[config.mk]
export PLATFORM = sky130hd
export DESIGN_NAME = pipe_stage_elastic
export DESIGN_NICKNAME = d
export VERILOG_FILES = /design/src/rtl/pipe_stage_elastic.sv
export SDC_FILE = /design/constraint.sdc
export NUM_CORES = 1
export LEC_CHECK = 0
export CAP_MARGIN = 20
export CORE_UTILIZATION = 42
export CTS_CLUSTER_SIZE = 40
export DETAILED_ROUTE_END_ITERATION = 8
export HOLD_SLACK_MARGIN = 0.15
export PLACE_DENSITY = 0.81
export SETUP_SLACK_MARGIN = 0.1
export SLEW_MARGIN = 30
export SYNTH_ARGS = -nofsm -noshare
export SYNTH_HDL_FRONTEND = slang
export SYNTH_SLANG_ARGS = --single-unit
[constraint.sdc]
create_clock -name clk -period 1.5 [get_ports clk]
set_input_delay 0.3 -clock clk [delete_from_list [all_inputs] [get_ports clk]]
set_output_delay 0.3 -clock clk [all_outputs]
set_load 0.1 [all_outputs]
[src/rtl/pipe_stage_elastic.sv]
// Elastic valid/ready pipeline stage with flush; bubbles carry all-zero control.
// Optional macro PIPE_STAGE_SKID_EN adds a skid entry and a registered in_ready.
module pipe_stage_elastic #(
    parameter int CTRL_W = 6,
    parameter int DATA_W = 105,
    parameter int CNT_W  = 2
) (
    input  logic              clk,
    input  logic              reset,
    input  logic              in_valid,
    output logic              in_ready,
    input  logic [CTRL_W-1:0] in_ctrl,
    input  logic [DATA_W-1:0] in_data,
    input  logic              flush,
    output logic              out_valid,
    input  logic              out_ready,
    output logic [CTRL_W-1:0] out_ctrl,
    output logic [DATA_W-1:0] out_data,
    output logic [CNT_W-1:0]  occupancy
);

    // state | meaning
    // EMPTY | nothing held, out_valid low
    // ONE   | main register holds the head entry
    // TWO   | main holds the head, skid holds the next entry (skid build only)
    typedef enum logic [1:0] {
        S_EMPTY = 2'd0,
        S_ONE   = 2'd1,
        S_TWO   = 2'd2
    } state_t;

    state_t            state;
    logic [CTRL_W-1:0] main_ctrl;
    logic [DATA_W-1:0] main_data;
    logic              accept;
    logic              deliver;

    assign out_valid = (state != S_EMPTY);
    assign out_ctrl  = out_valid ? main_ctrl : '0;
    assign out_data  = main_data;
    assign occupancy = CNT_W'(state);
    assign accept    = in_valid & in_ready;
    assign deliver   = out_valid & out_ready;

`ifdef PIPE_STAGE_SKID_EN
    logic [CTRL_W-1:0] skid_ctrl;
    logic [DATA_W-1:0] skid_data;
    logic              in_ready_q;

    // in_ready is a flop so backpressure never ripples combinationally upstream
    assign in_ready = in_ready_q;

    always_ff @(posedge clk) begin
        if (reset) begin
            state      <= S_EMPTY;
            main_ctrl  <= '0;
            main_data  <= '0;
            skid_ctrl  <= '0;
            skid_data  <= '0;
            in_ready_q <= 1'b1;
        end else if (flush) begin
            state      <= S_EMPTY;
            in_ready_q <= 1'b1;
        end else begin
            case (state)
                S_EMPTY: begin
                    if (accept) begin
                        main_ctrl <= in_ctrl;
                        main_data <= in_data;
                        state     <= S_ONE;
                    end
                end
                S_ONE: begin
                    if (accept && deliver) begin
                        main_ctrl <= in_ctrl;
                        main_data <= in_data;
                    end else if (accept) begin
                        skid_ctrl  <= in_ctrl;
                        skid_data  <= in_data;
                        state      <= S_TWO;
                        in_ready_q <= 1'b0;
                    end else if (deliver) begin
                        state <= S_EMPTY;
                    end
                end
                S_TWO: begin
                    if (deliver) begin
                        main_ctrl  <= skid_ctrl;
                        main_data  <= skid_data;
                        state      <= S_ONE;
                        in_ready_q <= 1'b1;
                    end
                end
                default: begin
                    state      <= S_EMPTY;
                    in_ready_q <= 1'b1;
                end
            endcase
        end
    end
`else
    // Without a skid slot, a new entry can only land when the head leaves this cycle.
    assign in_ready = !out_valid | out_ready;

    always_ff @(posedge clk) begin
        if (reset) begin
            state     <= S_EMPTY;
            main_ctrl <= '0;
            main_data <= '0;
        end else if (flush) begin
            state <= S_EMPTY;
        end else begin
            case (state)
                S_EMPTY: begin
                    if (accept) begin
                        main_ctrl <= in_ctrl;
                        main_data <= in_data;
                        state     <= S_ONE;
                    end
                end
                S_ONE: begin
                    if (accept) begin
                        main_ctrl <= in_ctrl;
                        main_data <= in_data;
                    end else if (deliver) begin
                        state <= S_EMPTY;
                    end
                end
                default: state <= S_EMPTY;
            endcase
        end
    end
`endif

endmodule
* After elaboration in Yosys (flattened, before gate mapping)
Cells that the tools add are included. W data, S select, Z words.
Storage, ports and cells: word-level logic and storage cells 23, input port bits 116, ROM bits 0, register bits 113, bits in latches 0, memories kept 0, output and inout port bits 115, memory bits (writable) 0
Cells by class: reductions and logical operators 7, $mul 0, muxes and demuxes 5, magnitude comparators 0, equal/unequal tests 4, add/subtract/negate cells 0, bitwise operators 4, shift operators 0, div/mod/pow operators 0
Operators with widths (number):
- $mux W2 | 3
- $mux W6 | 1
- $ne A2 B2 Y1 const B | 3
- $reduce_and A3 Y1 | 2
- $pmux W2 S2 | 1
- $reduce_or A2 Y1 | 2
- $and A1 B1 Y1 | 2
- $eq A2 B1 Y1 const B | 1
- $logic_not A2 Y1 | 1
- $reduce_bool A2 Y1 | 1
- $logic_not A1 Y1 | 1
- $not A1 Y1 | 1
- $or A1 B1 Y1 | 1

* Logic depth before layout (Yosys ltp)
Gate-level depths: netlist (run 1).
depth in word-level cells 6, mapped depth 5, gate-level depth less buffers 3

* Worst setup path after synthesis (run 1)
Ideal clock, no wire load.
path kind register -> output, from reg state[0], in the netlist occupancy[0], to out out_ctrl[0], cell stages (with the launch flop) 2, path slack -0.676 ns, arrival time 1.876 ns, path through dfxtp_1 and2_1
On the way: longest elaborated chain between the ends 2
Ends and longest elaborated chain:
- start: declaration | line 32 | state_t state;
- start signal: assignment | line 107 | state <= S_EMPTY;
- start signal: assignment | line 111 | state <= S_EMPTY;
- start signal: assignment | line 118 | state <= S_ONE;
- $reduce_bool A2 Y1 | line 38 | assign out_valid = (state != S_EMPTY);
- $mux W6 | line 39 | assign out_ctrl = out_valid ? main_ctrl : '0;
- end: declaration | line 17 | output logic [CTRL_W-1:0] out_ctrl,
No other way between the ends.

* Worst setup path in the final report (run 1)
from reg state[0], in the netlist occupancy[0], to reg main_data[93], in the netlist out_data[93]
On the way: longest elaborated chain between the ends 5, elaborated cells on any way between the ends 8, those cells by class eq/ne: 1; bitwise: 2; reduce/logical: 5
Ends and longest elaborated chain:
- $reduce_bool A2 Y1 | line 38
- $logic_not A1 Y1 | line 103 | assign in_ready = !out_valid | out_ready;
- $or A1 B1 Y1 | line 103
- $and A1 B1 Y1 | line 42 | assign accept = in_valid & in_ready;
- $reduce_and A3 Y1 (no source line) *
- end signal: assignment | line 117 | main_data <= in_data;
- end signal: assignment | line 124 | main_data <= in_data;
- end: declaration | line 34 | logic [DATA_W-1:0] main_data;
Mark *: on every way between the ends. The rest lies on a longest branch, timed or not. A chain may end at the register's enable or synchronous reset.

==> metrics.txt, run 1 <==
setup_tns=-0.2959 ns; Seq pwr share=39.9%; die area=0.01244 mm2; die width=111.6 um; Worst R2R Setup Slack=-0.06 ns; Mapped Nets=around 610; fin cells=876; clock sinks=112; via count=4,165; via/cell ratio=about 4.8; starting density of the core=~44%; Final ANT Viol Nets=0; largest net degree at the start of global routing=57; drt initial violations=187; Post-CTS Hold Buffers=0; Leak=between 3 and 4 nW; dpl hpwl=10,290 um; count leader, synth=nand2b_1; row cnt=39; clk_skew=0.007902 ns; critical path class=register to register; Gate Count Post-Synth=495; First-pass DRT Iterations=8; Finished Core Util=between 80% and 90%; Pint=around 0.0055 W; Yosys top cell by area=dfxtp_1; initial antenna violation count=0; area delta synth->final=85.13%; average instance area after synthesis=10.18 um2; Synth Cell Area=0.005041 mm2; flops & latches, synth=112; CTS Buf Count=9; crit-path max FO=6; top cell type's share of synthesized area=between 40 and 50%; Critical Path Sink Type=register; first-pass GRT wire length=about 22,000 um; part of the power in combinational logic=32.9%; Async SR Flop Fraction=0%; Most used DFF post-synth=dfxtp_1; TritonCTS clock tree=yes; Ys Warns=0; switching part of the total=around a third; # IOs=231; Hold Path End=occupancy[0]$_SDFFE_PP0P_; Fmax=roughly 640 MHz; Max Transition Viols Final=0; total grt overflow=0; layout cells sized above 1=23.74%; max-cap violations=0; clock latency on the worst-skew pair=0.34 ns; failing checks=DRC, setup timing; Longest Clk Path Bufs=2; Antenna diodes=0; Port Buf Inserts=roughly 230; Tmin final=about 1.6 ns; synth cell count leaders=222 x nand2b_1, 112 x dfxtp_1, 111 x mux2i_1; core area=around 0.012 mm2; RSZ-0062 raised after global routing=yes; outcome=complete, but fails checks; Hold Crit Start=reset; Final Hold Fails=0; CP arrival=1.82 ns; Die Height=111.6 um; Routed WL=between 10,000 and 15,000 um; CP required=approximately 1.8 ns; Setup Viol. Count Final=26; reg2reg end=out_data[93]$_SDFFE_PP0P_; clock group share of total power=27.2%; Total GRT Usage=between 20 and 25%; Post-synth EDFFs=0; fin crit share=104.1%; nets@finish=845; Sw Pwr=0.002717 W; HP Class=input port to register; VDD IR max=481.9 uV; worst hold margin=0.4225 ns; RD Place Congestion=0.7810; routed len/inst=roughly 16 um; fin worst setup slack=-0.06164 ns; PD cells=885.4 mW/mm2; post-synthesis cell type count=14; number of global-route vias before repair=~4,400; FF-to-FF Start=occupancy[0]$_SDFFE_PP0P_; Reg2Reg Depth=7; CTS clk-pin slew, worst paths=roughly 0.07 ns; Clk Tree Root Cell=clkbuf_16; sequential share of the synthesized area=between 40% and 50%; synth top area cells=dfxtp_1 44%, nand2b_1 28%, mux2i_1 22%; Placed Instances=847; Tot Pwr=~0.0083 W; Max H-tree Level=3; # DRC=16; Hold Crit Depth=2; Startpoint Class=register
worst max-delay path, stage by stage, from the launching register on:
cell	delay, ns
dfxtp_4	0.35
nor2b_4	0.12
buf_6	0.11
nor3b_4	0.20
buf_4	0.18
clkbuf_16	0.16
clkbuf_16	0.15
mux2i_1	0.21
what timing repair did:
item | CTS | global route
pin swaps | 1 | 1
endpoints found under the setup margin | 37 | 120
gates cloned | 2 | 6
buffers inserted | 5 | 1
resized for setup | 14 | 5
layer usage:
layer	routed length, um	vias up	track usage [%]	part of all wire, %
li1	-	2052	-	-
met2	7252	159	39.92	52
met1	5357	1926	23.88	38
met5	0	-	0	0
met4	397	0	10.45	2.8
met3	1065	28	6.587	7.6
how the worst max path moves through the flow:
stage	startpoint	endpoint	slack (ns)
2_1_floorplan	occupancy[0]$_SDFFE_PP0P_	in_ready	-0.02
3_3_place_gp	out_ready	out_data[82]$_SDFFE_PP0P_	-0.24
3_5_place_dp	out_ready	out_data[31]$_SDFFE_PP0P_	-0.30
4_1_cts	occupancy[0]$_SDFFE_PP0P_	out_data[42]$_SDFFE_PP0P_	-0.06
5_1_grt	occupancy[0]$_SDFFE_PP0P_	out_data[93]$_SDFFE_PP0P_	-0.11
6_report	occupancy[0]$_SDFFE_PP0P_	out_data[93]$_SDFFE_PP0P_	-0.06
layout by cell type, fill, tap and decap left out:
master / count
nand2b_1: 222
buf_12: 129
clkdlybuf4s50_1: 113
dfxtp_1: 111
mux2i_1: 108
clkbuf_16: 15
buf_4: 7
and2_4: 6
mux2i_2: 3
clkinvlp_4: 2
clkbuf_8: 2
clkinv_2: 2
buf_16: 2
buf_6: 2
nor2b_4: 1
nor3b_4: 1
nor2_1: 1
nor3_1: 1
conb_1: 1
clkbuf_1: 1
dlygate4sd2_1: 1
dfxtp_4: 1
buf_8: 1
registers in the layout (all words and copies together) (netlist names):
signal and flops:
occupancy 1, main_ctrl 6, out_data 105
cell type report:
cell class	count	area, um2
sequential	112	2246
clock buffer	12	256.5
clock inverter	3	17.52
timing repair buffer	261	4018
multi-input combinational	344	2609
tap	143	178.9
fill	706	2232
inverter	1	7.507
logic make-up (layout without fill, tap and decap cells):
logic type | after synthesis | in the layout | synth area share [%]
buffers and inverters | 39 | 277 | 4.517
multiplexers | 111 | 111 | 22.04
flip-flops | 112 | 112 | 44.48
AND/OR/NAND/NOR | 232 | 232 | 28.89
other | 1 | 1 | 0.07439
through the flow:
step	setup WS [ns]	area, um2
finish	-0.06164	9333
global route	-0.1100	9333
CTS	-0.05939	9155
detailed placement	-0.2952	8763
global placement	-0.2417	8763
floorplan	-0.01675	5099
power groups by stage:
stage	Combinational, W	Clock, W	Sequential (W)
2_1_floorplan	0.000520	0	0.00432
3_3_place_gp	0.00260	0	0.00335
3_5_place_dp	0.00263	0	0.00336
4_1_cts	0.00267	0.00231	0.00330
5_1_grt	0.00281	0.00244	0.00331
6_report	0.00272	0.00225	0.00330
Note: power is estimated with default switching activity, not from simulation.
==> inputs of run 2 (changes only) <==
--- a/config.mk
+++ b/config.mk
@@ -10,7 +10,7 @@
 export CTS_CLUSTER_SIZE = 40
 export DETAILED_ROUTE_END_ITERATION = 8
 export HOLD_SLACK_MARGIN = 0.15
-export PLACE_DENSITY = 0.81
+export PLACE_DENSITY = 0.86
 export SETUP_SLACK_MARGIN = 0.1
 export SLEW_MARGIN = 30
 export SYNTH_ARGS = -nofsm -noshare
==> run 2 against run 1 <==
  * The flow still finishes with violations (DRC, setup timing)
  * Non-clock buffer count rose by 2
  * Combinational power is essentially flat
  * Power up 2.7%
  * Sequential power about the same
  * Clock power up 9.3%
  * Setup slack better by 0.0045 ns
  * Hold slack worse by 0.039 ns
  * Cell count up 0.34%
  * Maximum frequency up 0.29%
  * Global-route usage is 0.68 points higher
  * Largest cell class unchanged
  * Largest power group unchanged
==> metrics.txt, run 2 (synthesis results as in run 1) <==
outcome=complete, but fails checks; failing checks=DRC, setup timing; routed len/inst=16.93 um; metal3 WL=885 um; Post-CTS Hold Buffers=0; Longest Clk Path Bufs=2; Antenna diodes=0; CP arrival=1.82 ns; commonest cells after routing, fill and taps aside=222 x nand2b_1, 124 x buf_12, 113 x clkdlybuf4s50_1, 111 x dfxtp_1, 107 x mux2i_1; via count=4,187; drt initial violations=194; first-pass GRT wire length=between 20,000 and 25,000 um; CTS clk-pin slew, worst paths=0.07 ns; clock sinks=112; nets@finish=847; Tot Pwr=0.008482 W; Final Hold Fails=0; commonest non-fill, non-tap cell in the layout=nand2b_1; Total GRT Usage=22.88%; CTS Buf Count=9; clk_skew=0.007207 ns; FF+latch area=0.002246 mm2; Max H-tree Level=3; layout cells sized above 1=24.05%; Final Cell Area=between 0.009 and 0.01 mm2; # IOs=around 230; Worst R2R Setup Slack=-0.06 ns; Clk Tree Root Cell=clkbuf_16; fin worst setup slack=-0.05713 ns; row cnt=39; worst hold margin=0.3834 ns; max reg flops=105; total grt overflow=0; starting density of the core=43.59%; core area=around 0.012 mm2; CP required=1.77 ns; post-place instance area=0.008726 mm2; Critical Path Sink Type=register; die area=0.01244 mm2; Top Metal Used=met4; # fillers=642; area delta synth->final=85.53%; Port Buf Inserts=229; via/cell ratio=4.763; # DRC=15; RD Place Congestion=0.8283; Startpoint Class=register; number of global-route vias before repair=4,394; First-pass DRT Iterations=6; met2 routed WL=8244 um; VDD IR max=948.4 uV; initial antenna violation count=0; max-cap violations=0; crit-path max FO=6; Die Height=111.6 um; dpl hpwl=10,640 um; clock latency on the worst-skew pair=0.35 ns; RSZ-0062 raised after global routing=yes; fin crit share=103.8%; area of the multi-input gates=0.002626 mm2; Setup Viol. Count Final=32; Fmax=around 640 MHz; critical path class=register to register; Routed WL=14,880 um; largest net degree at the start of global routing=71; Tmin final=roughly 1.6 ns; Max Transition Viols Final=0; HP Class=input port to register; die width=approximately 110 um; TritonCTS clock tree=yes; Final ANT Viol Nets=0; WL met1=between 5000 and 6000 um; PD cells=906.9 mW/mm2; Leak=3.624 nW
[run 2: changes by cell type in the layout (fill, tap and decap cells not counted), moves of 2 or more]
cell | previous run | this run
buf_12 | 129 | 124
buf_8 | 1 | 6
and2_2 | 0 | 3
and2_4 | 6 | 3
buf_4 | 7 | 9
mux2i_4 | 0 | 2
[run 2: power by group]
group	leakage (nW)	total [W]	switching [W]	internal, W
clock network	0.150	0.00246	0.00107	0.00138
registers	0.917	0.00330	0.000169	0.00313
logic	2.56	0.00273	0.00152	0.00121
total	3.62	0.00848	0.00276	0.00572
[run 2: worst paths after layout]
kind / from / to / depth (start not counted)
max reg2reg: occupancy[0]$_SDFFE_PP0P_ / out_data[98]$_SDFFE_PP0P_ / 7
max: occupancy[0]$_SDFFE_PP0P_ / out_data[98]$_SDFFE_PP0P_ / 7
min reg2reg: main_ctrl[1]$_SDFFE_PP0P_ / main_ctrl[1]$_SDFFE_PP0P_ / 2
min: reset / occupancy[0]$_SDFFE_PP0P_ / 2
[run 2: timing repair]
item	4_1_cts	5_1_grt
setup buffers	1	3
pin swaps	1	0
gates cloned	2	5
endpoints found under the hold margin	0	0
endpoints found under the setup margin	33	68
resized for setup	15	18
[run 2: per-stage QoR]
step                std cells  setup TNS, ns  util (%)  worst slack [ns]
floorplan                 495       -0.01675         -          -0.01675
global placement          852         -25.07     75.45           -0.2479
detailed placement        852         -27.99     75.45           -0.3285
CTS                       871        -0.2167     78.95          -0.07099
global route              879         -5.507     80.87          -0.09650
finish                    879        -0.5230     80.87          -0.05713
[run 2: metal layers]
metal	global-route usage (%)	vias to the layer above
met5	0	-
met4	8.468	0
met3	7.022	29
met2	44.71	139
met1	22.41	1974
li1	-	2045
[run 2: cell type report]
class / count / area share (%)
timing repair buffer: 263 / 42.70
multi-input combinational: 344 / 28.08
sequential: 112 / 24.01
clock buffer: 13 / 2.783
tap: 143 / 1.913
clock inverter: 3 / 0.4281
inverter: 1 / 0.08027
[run 2: worst max-delay path, cell delays in order (launching register included)]
cell	delay, ns
dfxtp_4	0.34
nor2b_4	0.13
buf_4	0.13
nor3b_4	0.17
buf_6	0.17
clkbuf_16	0.17
buf_12	0.12
mux2i_1	0.23
